`src/rtl/soc_bram_arb_if.sv`:
```
// soc_bram_arb_if: valid/ready request bus shared by the CPU ports and the BRAM controller side.
// master drives the request fields; slave returns the completion pulse and read data.
interface soc_bram_arb_if #(parameter int addr_width = 8);
    logic [addr_width-1:0] addr;
    logic                  rw;
    logic [31:0]           dwrite;
    logic                  valid;
    logic                  ready;
    logic [31:0]           dread;
    modport master (output addr, rw, dwrite, valid, input ready, dread);
    modport slave (input addr, rw, dwrite, valid, output ready, dread);
endinterface

```
`src/rtl/soc_bram_arb.sv`:
```
// soc_bram_arb: two-master round-robin arbiter in front of soc_bram_ctl, fully registered outputs.
// Optional watchdog enabled by defining SOC_BRAM_ARB_TIMEOUT_EN (limit set by TIMEOUT).
module soc_bram_arb #(
    parameter int addr_width = 8,
    parameter int TIMEOUT    = 255
) (
    input  logic                clk,
    input  logic                resetn,
    soc_bram_arb_if.slave       m0,
    soc_bram_arb_if.slave       m1,
    soc_bram_arb_if.master      s,
    output logic                err
);
    typedef enum logic [1:0] {IDLE, BUSY0, BUSY1} state_t;
    state_t                state_q, state_d;
    logic                  last_q, last_d;
    logic [addr_width-1:0] addr_q, addr_d;
    logic                  rw_q, rw_d;
    logic [31:0]           dwrite_q, dwrite_d;
    logic                  valid_q, valid_d;
    logic                  r0_q, r0_d, r1_q, r1_d;
    logic [31:0]           d0_q, d0_d, d1_q, d1_d;
    logic                  e0, e1, g1, b1, done;
`ifdef SOC_BRAM_ARB_TIMEOUT_EN
    localparam int tw = (TIMEOUT > 255) ? $clog2(TIMEOUT + 1) : 8;
    logic [tw-1:0] timer_q, timer_d;
    logic          err_q, err_d, expired;
    assign err = err_q;
`else
    assign err = 1'b0;
`endif
    assign s.addr    = addr_q;
    assign s.rw      = rw_q;
    assign s.dwrite  = dwrite_q;
    assign s.valid   = valid_q;
    assign m0.ready  = r0_q;
    assign m0.dread  = d0_q;
    assign m1.ready  = r1_q;
    assign m1.dread  = d1_q;
    always_comb begin
        state_d  = state_q;
        last_d   = last_q;
        addr_d   = addr_q;
        rw_d     = rw_q;
        dwrite_d = dwrite_q;
        valid_d  = valid_q;
        r0_d     = 1'b0;
        r1_d     = 1'b0;
        d0_d     = d0_q;
        d1_d     = d1_q;
        // a master whose ready pulse is out this cycle cannot start again yet
        e0       = m0.valid && !r0_q;
        e1       = m1.valid && !r1_q;
        g1       = e1 && (!e0 || !last_q);
        b1       = state_q == BUSY1;
        done     = 1'b0;
`ifdef SOC_BRAM_ARB_TIMEOUT_EN
        timer_d  = timer_q;
        err_d    = 1'b0;
        expired  = 1'b0;
`endif
        if (state_q == IDLE) begin
            if (e0 || e1) begin
                addr_d   = g1 ? m1.addr : m0.addr;
                rw_d     = g1 ? m1.rw : m0.rw;
                dwrite_d = g1 ? m1.dwrite : m0.dwrite;
                valid_d  = 1'b1;
                last_d   = g1;
                state_d  = g1 ? BUSY1 : BUSY0;
`ifdef SOC_BRAM_ARB_TIMEOUT_EN
                timer_d  = '0;
`endif
            end
        end else begin
            done = s.ready;
`ifdef SOC_BRAM_ARB_TIMEOUT_EN
            expired = !s.ready && (timer_q == tw'(TIMEOUT - 1));
            timer_d = s.ready ? timer_q : timer_q + 1'b1;
            err_d   = expired;
            done    = s.ready || expired;
`endif
            if (done) begin
                valid_d = 1'b0;
                r0_d    = !b1;
                r1_d    = b1;
                d0_d    = (!b1 && s.ready && !rw_q) ? s.dread : d0_q;
                d1_d    = (b1 && s.ready && !rw_q) ? s.dread : d1_q;
                state_d = IDLE;
            end
        end
    end
    always_ff @(posedge clk or negedge resetn) begin
        if (!resetn) begin
            state_q  <= IDLE;
            last_q   <= 1'b1;
            addr_q   <= '0;
            rw_q     <= 1'b0;
            dwrite_q <= '0;
            valid_q  <= 1'b0;
            r0_q     <= 1'b0;
            r1_q     <= 1'b0;
            d0_q     <= '0;
            d1_q     <= '0;
`ifdef SOC_BRAM_ARB_TIMEOUT_EN
            timer_q  <= '0;
            err_q    <= 1'b0;
`endif
        end else begin
            state_q  <= state_d;
            last_q   <= last_d;
            addr_q   <= addr_d;
            rw_q     <= rw_d;
            dwrite_q <= dwrite_d;
            valid_q  <= valid_d;
            r0_q     <= r0_d;
            r1_q     <= r1_d;
            d0_q     <= d0_d;
            d1_q     <= d1_d;
`ifdef SOC_BRAM_ARB_TIMEOUT_EN
            timer_q  <= timer_d;
            err_q    <= err_d;
`endif
        end
    end
endmodule

```
`src/flat_wrapper.sv`:
```
// flat-port wrapper written by rule: the top's interface ports become plain ports
module soc_bram_arb_flat 
#(
    parameter int addr_width = 8,
    parameter int TIMEOUT    = 255
)
  (clk, resetn, err, m0_addr, m0_rw, m0_dwrite, m0_valid, m0_ready, m0_dread, m1_addr, m1_rw, m1_dwrite, m1_valid, m1_ready, m1_dread, s_addr, s_rw, s_dwrite, s_valid, s_ready, s_dread);
  soc_bram_arb_if #(.addr_width(addr_width)) m0_i ();
  soc_bram_arb_if #(.addr_width(addr_width)) m1_i ();
  soc_bram_arb_if #(.addr_width(addr_width)) s_i ();
  input  logic clk;
  input  logic resetn;
  output logic err;
  input wire logic [$bits(m0_i.addr)-1:0] m0_addr;
  input wire logic [$bits(m0_i.rw)-1:0] m0_rw;
  input wire logic [$bits(m0_i.dwrite)-1:0] m0_dwrite;
  input wire logic [$bits(m0_i.valid)-1:0] m0_valid;
  output wire logic [$bits(m0_i.ready)-1:0] m0_ready;
  output wire logic [$bits(m0_i.dread)-1:0] m0_dread;
  input wire logic [$bits(m1_i.addr)-1:0] m1_addr;
  input wire logic [$bits(m1_i.rw)-1:0] m1_rw;
  input wire logic [$bits(m1_i.dwrite)-1:0] m1_dwrite;
  input wire logic [$bits(m1_i.valid)-1:0] m1_valid;
  output wire logic [$bits(m1_i.ready)-1:0] m1_ready;
  output wire logic [$bits(m1_i.dread)-1:0] m1_dread;
  output wire logic [$bits(s_i.addr)-1:0] s_addr;
  output wire logic [$bits(s_i.rw)-1:0] s_rw;
  output wire logic [$bits(s_i.dwrite)-1:0] s_dwrite;
  output wire logic [$bits(s_i.valid)-1:0] s_valid;
  input wire logic [$bits(s_i.ready)-1:0] s_ready;
  input wire logic [$bits(s_i.dread)-1:0] s_dread;
  assign m0_i.addr = m0_addr;
  assign m0_i.rw = m0_rw;
  assign m0_i.dwrite = m0_dwrite;
  assign m0_i.valid = m0_valid;
  assign m0_ready = m0_i.ready;
  assign m0_dread = m0_i.dread;
  assign m1_i.addr = m1_addr;
  assign m1_i.rw = m1_rw;
  assign m1_i.dwrite = m1_dwrite;
  assign m1_i.valid = m1_valid;
  assign m1_ready = m1_i.ready;
  assign m1_dread = m1_i.dread;
  assign s_addr = s_i.addr;
  assign s_rw = s_i.rw;
  assign s_dwrite = s_i.dwrite;
  assign s_valid = s_i.valid;
  assign s_i.ready = s_ready;
  assign s_i.dread = s_dread;
  soc_bram_arb #(.addr_width(addr_width), .TIMEOUT(TIMEOUT)) u_core (.clk(clk), .resetn(resetn), .m0(m0_i), .m1(m1_i), .s(s_i), .err(err));
endmodule
```
`config.mk`:
```
export PLATFORM = sky130hd
export DESIGN_NAME = soc_bram_arb_flat
export DESIGN_NICKNAME = d
export VERILOG_FILES = /design/src/rtl/soc_bram_arb_if.sv /design/src/rtl/soc_bram_arb.sv /design/src/flat_wrapper.sv
export SDC_FILE = /design/constraint.sdc
export NUM_CORES = 1
export LEC_CHECK = 0
export CAP_MARGIN = 10
export CORE_ASPECT_RATIO = 1.25
export CORE_UTILIZATION = 40
export CTS_CLUSTER_SIZE = 40
export DETAILED_ROUTE_END_ITERATION = 16
export GPL_TIMING_DRIVEN = 0
export PLACE_DENSITY = 0.8
export SLEW_MARGIN = 20
export SYNTH_ARGS = -nofsm -noshare
export SYNTH_HDL_FRONTEND = slang
export SYNTH_SLANG_ARGS = --single-unit
```
`constraint.sdc`:
```
create_clock -name clk -period 2.55 [get_ports clk]
set_input_delay 0.3825 -clock clk [delete_from_list [all_inputs] [get_ports clk]]
set_output_delay 0.3825 -clock clk [all_outputs]
set_load 0.05 [all_outputs]
```
==> metrics.md, run 1 <==
| Metric | Value |
|---|---|
| Routed Wire Length | 12200 um |
| Bufs and invs on worst path | 1 |
| Placed Instances | 664 |
| Synthesized net count | 421 |
| Status | finished clean |
| H-tree levels | 3 |
| Initial core utilization | 0.410 |
| Peak VDD IR | 0.729 mV |
| Synthesized instance count | approximately 300 |
| Kind of critical path | flip-flop to primary output |
| Post-synth ARST share | 1.00 |
| Max_cap viols | 0 |
| Share of cells above drive strength 1 | 0.167 |
| Mapped cell area | 4540 um2 |
| Post-Place Worst Slack | ~360 ps |
| RSZ-0062 raised after global routing | false |
| Final design utilization | 0.660 |
| Clock skew | 5.88 ps |
| Sink Count | 111 |
| Syn Area/Cell | 15.0 um2 |
| Resize count post-CTS | 0 |
| Yosys top cell area share | 0.606 |
| CP cell instances | clkdlybuf4s50_1 |
| Root buffer cell | clkbuf_16 |
| Die W | 97.3 um |
| Clock Pin Slew Worst Setup and Hold Paths | 70 ps |
| Worst slew margin | 0.601 |
| ANT nets after route | 0 |
| Final Total Pwr | 11.4 mW |
| Slew @ Worst Pin | ~600 ps |
| Worst min path class | flip-flop to flip-flop |
| Antenna diodes | 0 |
| Vias | 3553 |
| GPL Wtd Cong | 0.752 |
| Global-route wire length before repair | 19400 um |
| Arr. time, crit path | 1650 ps |
| # Post-CTS Setup Buffers | 0 |
| Die area | 11800 um2 |
| Most frequent cells in the layout | clkdlybuf4s50_1 (225), dfrtp_1 (110), and3_1 (41), a221o_1 (41), mux2_2 (32) |
| Cell taking the most area after synthesis | dfrtp_1 |
| Synth top area cells | dfrtp_1 (61%), a221o_1 (9.0%), mux2_4 (8.9%), mux2_2 (7.9%), and3_1 (5.6%) |
| Clock Path Buffers | 2 |
| Crit share post-route | 0.797 |
| Core ar. | 11100 um2 |
| FMAX | 492 MHz |
| Die Height | roughly 120 um |
| Post-route DRC | 0 |
| CP peak stage delay | 860 ps |
| Global route overflow | 0 |
| Largest net degree at the start of global routing | 70 |
| Fin crit period | 2030 ps |
| CTS tree | yes |
| Global-route usage over all layers | 0.211 |
| Final WS setup | 519 ps |
| CP Launch Type | flip-flop |
| Nets@finish | 660 |
| Port Buffer Count | 226 |
| Setup crit end kind | primary output |
| Vias per inst | 5.22 |
| Layout area overhead | 60.9% |
| Hold-fix buffers, CTS | 1 |
| Dominant synthesized flop cell | dfrtp_1 |
| Ys Warns | 0 |
| PD cells | 1570 nW/um2 |
| Delay-heaviest family, CP | buffers and inverters |
| FF+latch count, synth | 111 |
| Hold Fails Final Rpt | 0 |
| WP data required | 2170 ps |
| EDFF count, synth | 0 |
| Vias in the first global route | 3730 |
| WL per Instance | 17.9 um |
| Count of pins over their slew limit | 0 |
| Final HPWL from detailed placement | just over 9000 um |
| Initial antenna violation count | 0 |
| Worst-skew pair later-pin latency | about 350 ps |
| CTS Buf Count | 9 |
| Synth cell types | 26 |
| Leak | 3.30 nW |
| Worst Path Max Fanout | 4 |
| Row count | 43 |
| IO Pins | 228 |
| Critical-path top delay cell | clkdlybuf4s50_1 |
| 1st-iter DRT viols | around 110 |
| Sequential area share after synthesis | 0.612 |
| Finished Layout Cells | between 600 and 700 |
| DR pass1 iterations | 4 |
| Final setup viols | 0 |
| Most common cell after layout, fill and taps aside | clkdlybuf4s50_1 |
[final timing paths]
kind                                          from             endpoint  slack [ps]  cells past startpoint
worst max-delay path               u_core.m1.ready             m1_ready         520                      1
worst min-delay path            u_core.m1.dread[4]   u_core.m1.dread[4]         500                      1
worst max register to register   u_core.state_q[0]  u_core.s.dwrite[27]         840                      4
worst min register to register  u_core.m1.dread[4]   u_core.m1.dread[4]         500                      1
max in group asynchronous                   resetn        u_core.last_q        1320                      3
min in group asynchronous                   resetn   u_core.m0.dread[9]         530                      2
[cells in the mapped netlist (3+ instances only)]
master      n
a221o_1    41
and3_1     41
mux2_4     27
buf_4       4
dfrtp_1   110
mux2_2     32
mux2_1      5
clkbuf_1   13
buf_6       3
buf_2       5
[sequential cells by signal, summed over array words and instances, names as in the netlist, 2 cells and up]
name	flops
u_core.m0.dread	32
u_core.m1.dread	32
u_core.s.dwrite	32
u_core.s.addr	8
u_core.state_q	2
[stage by stage]
step / setup TNS [ps] / hold WS, ps / area [um2]
global placement: -332730 / 468 / 6970
global route: 0 / 508 / 7310
floorplan: 0 / 86.9 / 4540
finish: 0 / 498 / 7310
detailed placement: 0 / 337 / 7000
CTS: 0 / 498 / 7310
[cell type report]
type | count | area (um2)
sequential | 111 | 2780
multi-input combinational | 164 | 1620
clock inverter | 5 | 56.3
timing repair buffer | 228 | 2300
inverter | 2 | 7.51
buffer | 25 | 138
clock buffer | 11 | 243
tap | 135 | 169
fill | 843 | 3770
[layer usage]
metal | up-vias | GRT usage | wire [um]
met4 | 0 | 0.0726 | 211
met1 | 1745 | 0.256 | 5050
met2 | 168 | 0.363 | 6160
met3 | 17 | 0.0576 | 798
met5 | - | 0 | 0
li1 | 1623 | - | -
[cell families after synthesis]
family	count (synthesis)	synth area share
flip-flops	111	0.612
buffers and inverters	27	0.0319
multiplexers	64	0.181
other	1	0.000825
AO/OA/AOI/OAI	47	0.100
AND/OR/NAND/NOR	52	0.0744
[worst register-to-register path, delay by kind of cell (launching register included)]
family                 cells  cell delay [ps]
buffers and inverters      1              360
DFF                        1              470
and+or+nand+nor            2              720
AOI/OAI and AO/OA          1              110
[where the power goes]
group / leakage [nW] / total, mW / switching (mW) / internal [mW]
combinational: 1.81 / 6.84 / 4.20 / 2.65
clock: 0.146 / 1.43 / 0.637 / 0.790
sequential: 1.34 / 3.17 / 0.527 / 2.65
total: 3.30 / 11.4 / 5.36 / 6.08
(Power assumes the default switching activity.)
==> inputs of run 2 (changes only) <==
--- a/config.mk
+++ b/config.mk
@@ -7,11 +7,11 @@
 export LEC_CHECK = 0
 export CAP_MARGIN = 10
 export CORE_ASPECT_RATIO = 1.25
-export CORE_UTILIZATION = 40
+export CORE_UTILIZATION = 36
 export CTS_CLUSTER_SIZE = 40
 export DETAILED_ROUTE_END_ITERATION = 16
 export GPL_TIMING_DRIVEN = 0
-export PLACE_DENSITY = 0.8
+export PLACE_DENSITY = 0.76
 export SLEW_MARGIN = 20
 export SYNTH_ARGS = -nofsm -noshare
 export SYNTH_HDL_FRONTEND = slang
==> constraint.sdc (replaced) <==
create_clock -name clk -period 1.8 [get_ports clk]
set_input_delay 0.27 -clock clk [delete_from_list [all_inputs] [get_ports clk]]
set_output_delay 0.27 -clock clk [all_outputs]
set_load 0.05 [all_outputs]
==> metrics.md, run 2 (synthesis results as in run 1) <==
| Metric | Value |
|---|---|
| Die W | 102 um (+5.3%) |
| Finished Layout Cells | 710 (+4.3%) |
| Sink Count | 111 (unchanged) |
| Delay-heaviest family, CP | buffers and inverters |
| Reg-to-reg startpoint | u_core.state_q[0] |
| NetSw | 7.55 mW (+41%) |
| Bufs and invs on worst path | 1 (unchanged) |
| WL per Instance | 17.1 um (-4.6%) |
| Slew @ Worst Pin | 571 ps (-24.8 ps) |
| Vias in the first global route | 3774 (+1.2%) |
| GPL Wtd Cong | 0.788 (+4.9%) |
| Clock Pin Slew Worst Setup and Hold Paths | 70 ps (about the same) |
| Crit share post-route | 0.984 |
| Initial antenna violation count | 0 (unchanged) |
| Root buffer cell | clkbuf_16 |
| # Post-CTS Setup Buffers | 0 (unchanged) |
| Final setup viols | 0 (unchanged) |
| Setup_tns | 0 ps (unchanged) |
| Share of cells above drive strength 1 | 0.176 (+0.00916) |
| PD cells | 2120 nW/um2 (+35%) |
| Routed Wire Length | 12100 um (-0.57%) |
| Count of pins over their slew limit | 0 (unchanged) |
| CTS tree | yes |
| Hold Fails Final Rpt | 0 (unchanged) |
| Worst slew margin | 0.619 (+0.0178) |
| Row count | 45 (+4.7%) |
| Worst min path class | flip-flop to flip-flop |
| Final design utilization | 0.607 (-0.0523) |
| Layout area overhead | 63.4% |
| Placed Instances | 693 (+4.4%) |
| Antenna diodes | 0 (unchanged) |
| CTS Buf Count | 9 (unchanged) |
| 1st-iter DRT viols | 74 (-31%) |
| Final instance area | 7420 um2 (+1.5%) |
| Worst R2R Path Depth | 4 (unchanged) |
| Peak VDD IR | 1.00 mV (+38%) |
| Clock skew | 7.16 ps (+1.28 ps) |
| ANT nets after route | 0 (unchanged) |
| Hold depth | 1 (unchanged) |
| Crit Reg-Reg Endpoint | u_core.s.addr[6] |
| Sequential power share | 0.283 (+0.006) |
| Worst min-delay path endpoint | u_core.m1.dread[4] |
| CP peak stage delay | 810 ps (-50 ps) |
| Global-route wire length before repair | 18700 um (-3.7%) |
| Most common cell after layout, fill and taps aside | clkdlybuf4s50_1 |
| Vias per inst | 4.97 (-4.7%) |
| Arr. time, crit path | 1500 ps (-150 ps) |
| Pint | 8.15 mW (+34%) |
| Max_cap viols | 0 (unchanged) |
| Die area | 13100 um2 (+11%) |
| WP data required | 1530 ps (-640 ps) |
| Critical-path top delay cell | clkdlybuf4s50_1 |
| Status | finished clean |
| Port Buffer Count | 226 (unchanged) |
| Initial core utilization | 0.372 (-0.0381) |
| Clock Path Buffers | 2 (unchanged) |
| Dpl cell area | 7040 um2 (+0.52%) |
| Die Height | 128 um (+5.3%) |
| Leak | 3.95 nW (+20%) |
| Most frequent cells in the layout | clkdlybuf4s50_1 (123), dfrtp_1 (110), dlygate4sd2_1 (52), dlymetal6s2s_1 (50) |
| Worst Path Max Fanout | 2 (-2) |
| IO Pins | 228 (unchanged) |
| Post-route DRC | 0 (unchanged) |
| CP cell instances | clkdlybuf4s50_1 |
| Kind of critical path | flip-flop to primary output |
| CP Launch Type | flip-flop |
| Vias | 3530 (-0.65%) |
| Setup crit end kind | primary output |
| Final HPWL from detailed placement | 9250 um (+1.1%) |
| Largest net degree at the start of global routing | 62 (-11%) |
| Global route overflow | 0 (unchanged) |
| Sw Ratio | 0.481 (+0.0128) |
| Global-route usage over all layers | 0.186 (-0.0248) |
| H-tree levels | 3 (unchanged) |
| Final Total Pwr | 15.7 mW (+37%) |
| Worst-skew pair later-pin latency | 340 ps (about the same) |
| Hold Startpoint | u_core.m1.dread[4] |
| DR pass1 iterations | 4 (unchanged) |
| Combinational cell fraction of total power | 0.588 (-0.010) |
| Fin crit period | 1770 ps |
| FMAX | 564 MHz |
| Core ar. | 12200 um2 (+10%) |
| Nets@finish | 660 (unchanged) |
| Clock share of power | 0.128 (+0.003) |
| FF-to-FF setup slack | 130 ps (-710 ps) |
-- run 2: cell count changes in the layout (fill, tap and decap cells not counted), moves of 2 or more --
cell,previous run,this run
clkbuf_1,14,10
inv_6,1,3
clkdlybuf4s50_1,225,123
clkbuf_2,0,3
dlygate4sd2_1,0,52
dlymetal6s2s_1,0,50
clkinv_2,2,0
-- run 2: cell type report --
cell class | count | area, um2
clock buffers | 9 | 225
clock inverters | 7 | 80.1
flip-flops and latches | 111 | 2780
well taps | 164 | 205
plain buffers | 25 | 141
repair buffers | 228 | 2360
fillers | 1014 | 4800
inverters | 2 | 7.51
multi-input cells | 164 | 1620
-- run 2: layer usage --
metal / up-vias / global-route usage / wire, um
met2: 155 / 0.330 / 6300
met3: 15 / 0.0596 / 958
li1: 1623 / - / -
met4: 0 / 0.0639 / 200
met5: - / 0 / 0
met1: 1737 / 0.206 / 4680
-- run 2: power by group through the flow --
stage,Sequential [mW],Combinational (mW),Clock (mW)
final,4.44,9.24,2.02
after global routing,4.60,9.65,2.18
after CTS,4.48,9.35,2.07
after detailed placement,4.52,9.75,0
after global placement,4.47,9.61,0
after floorplan,8.65,2.23,0
-- run 2: stage by stage --
step	hold WS, ps	worst slack (ps)
detailed placement	278	-295
floorplan	-25.6	156
global route	512	-23.9
global placement	469	-3650
CTS	493	0.00977
finish	480	28.5
-- run 2: timing repair --
item / 4_1_cts / 5_1_grt
pin swaps: 0 / 0
endpoints found under the setup margin: 52 / 88
resized for setup: 52 / 57
hold endpoints to repair: 60 / 0
hold buffers: 1 / 0
-- run 2: worst max-delay path by stage --
stage,start,to,slack (ps),depth (start not counted)
after detailed placement,m0_valid,u_core.s.dwrite[23],-300,5
after global routing,u_core.m1.dread[15],m1_dread[15],-20,1
after global placement,resetn,u_core.s.dwrite[11],-3650,1
after floorplan,u_core.m1.ready,u_core.s.dwrite[22],160,4
after CTS,u_core.s.dwrite[19],s_dwrite[19],0.01,1
final,u_core.m1.dread[15],m1_dread[15],30,1
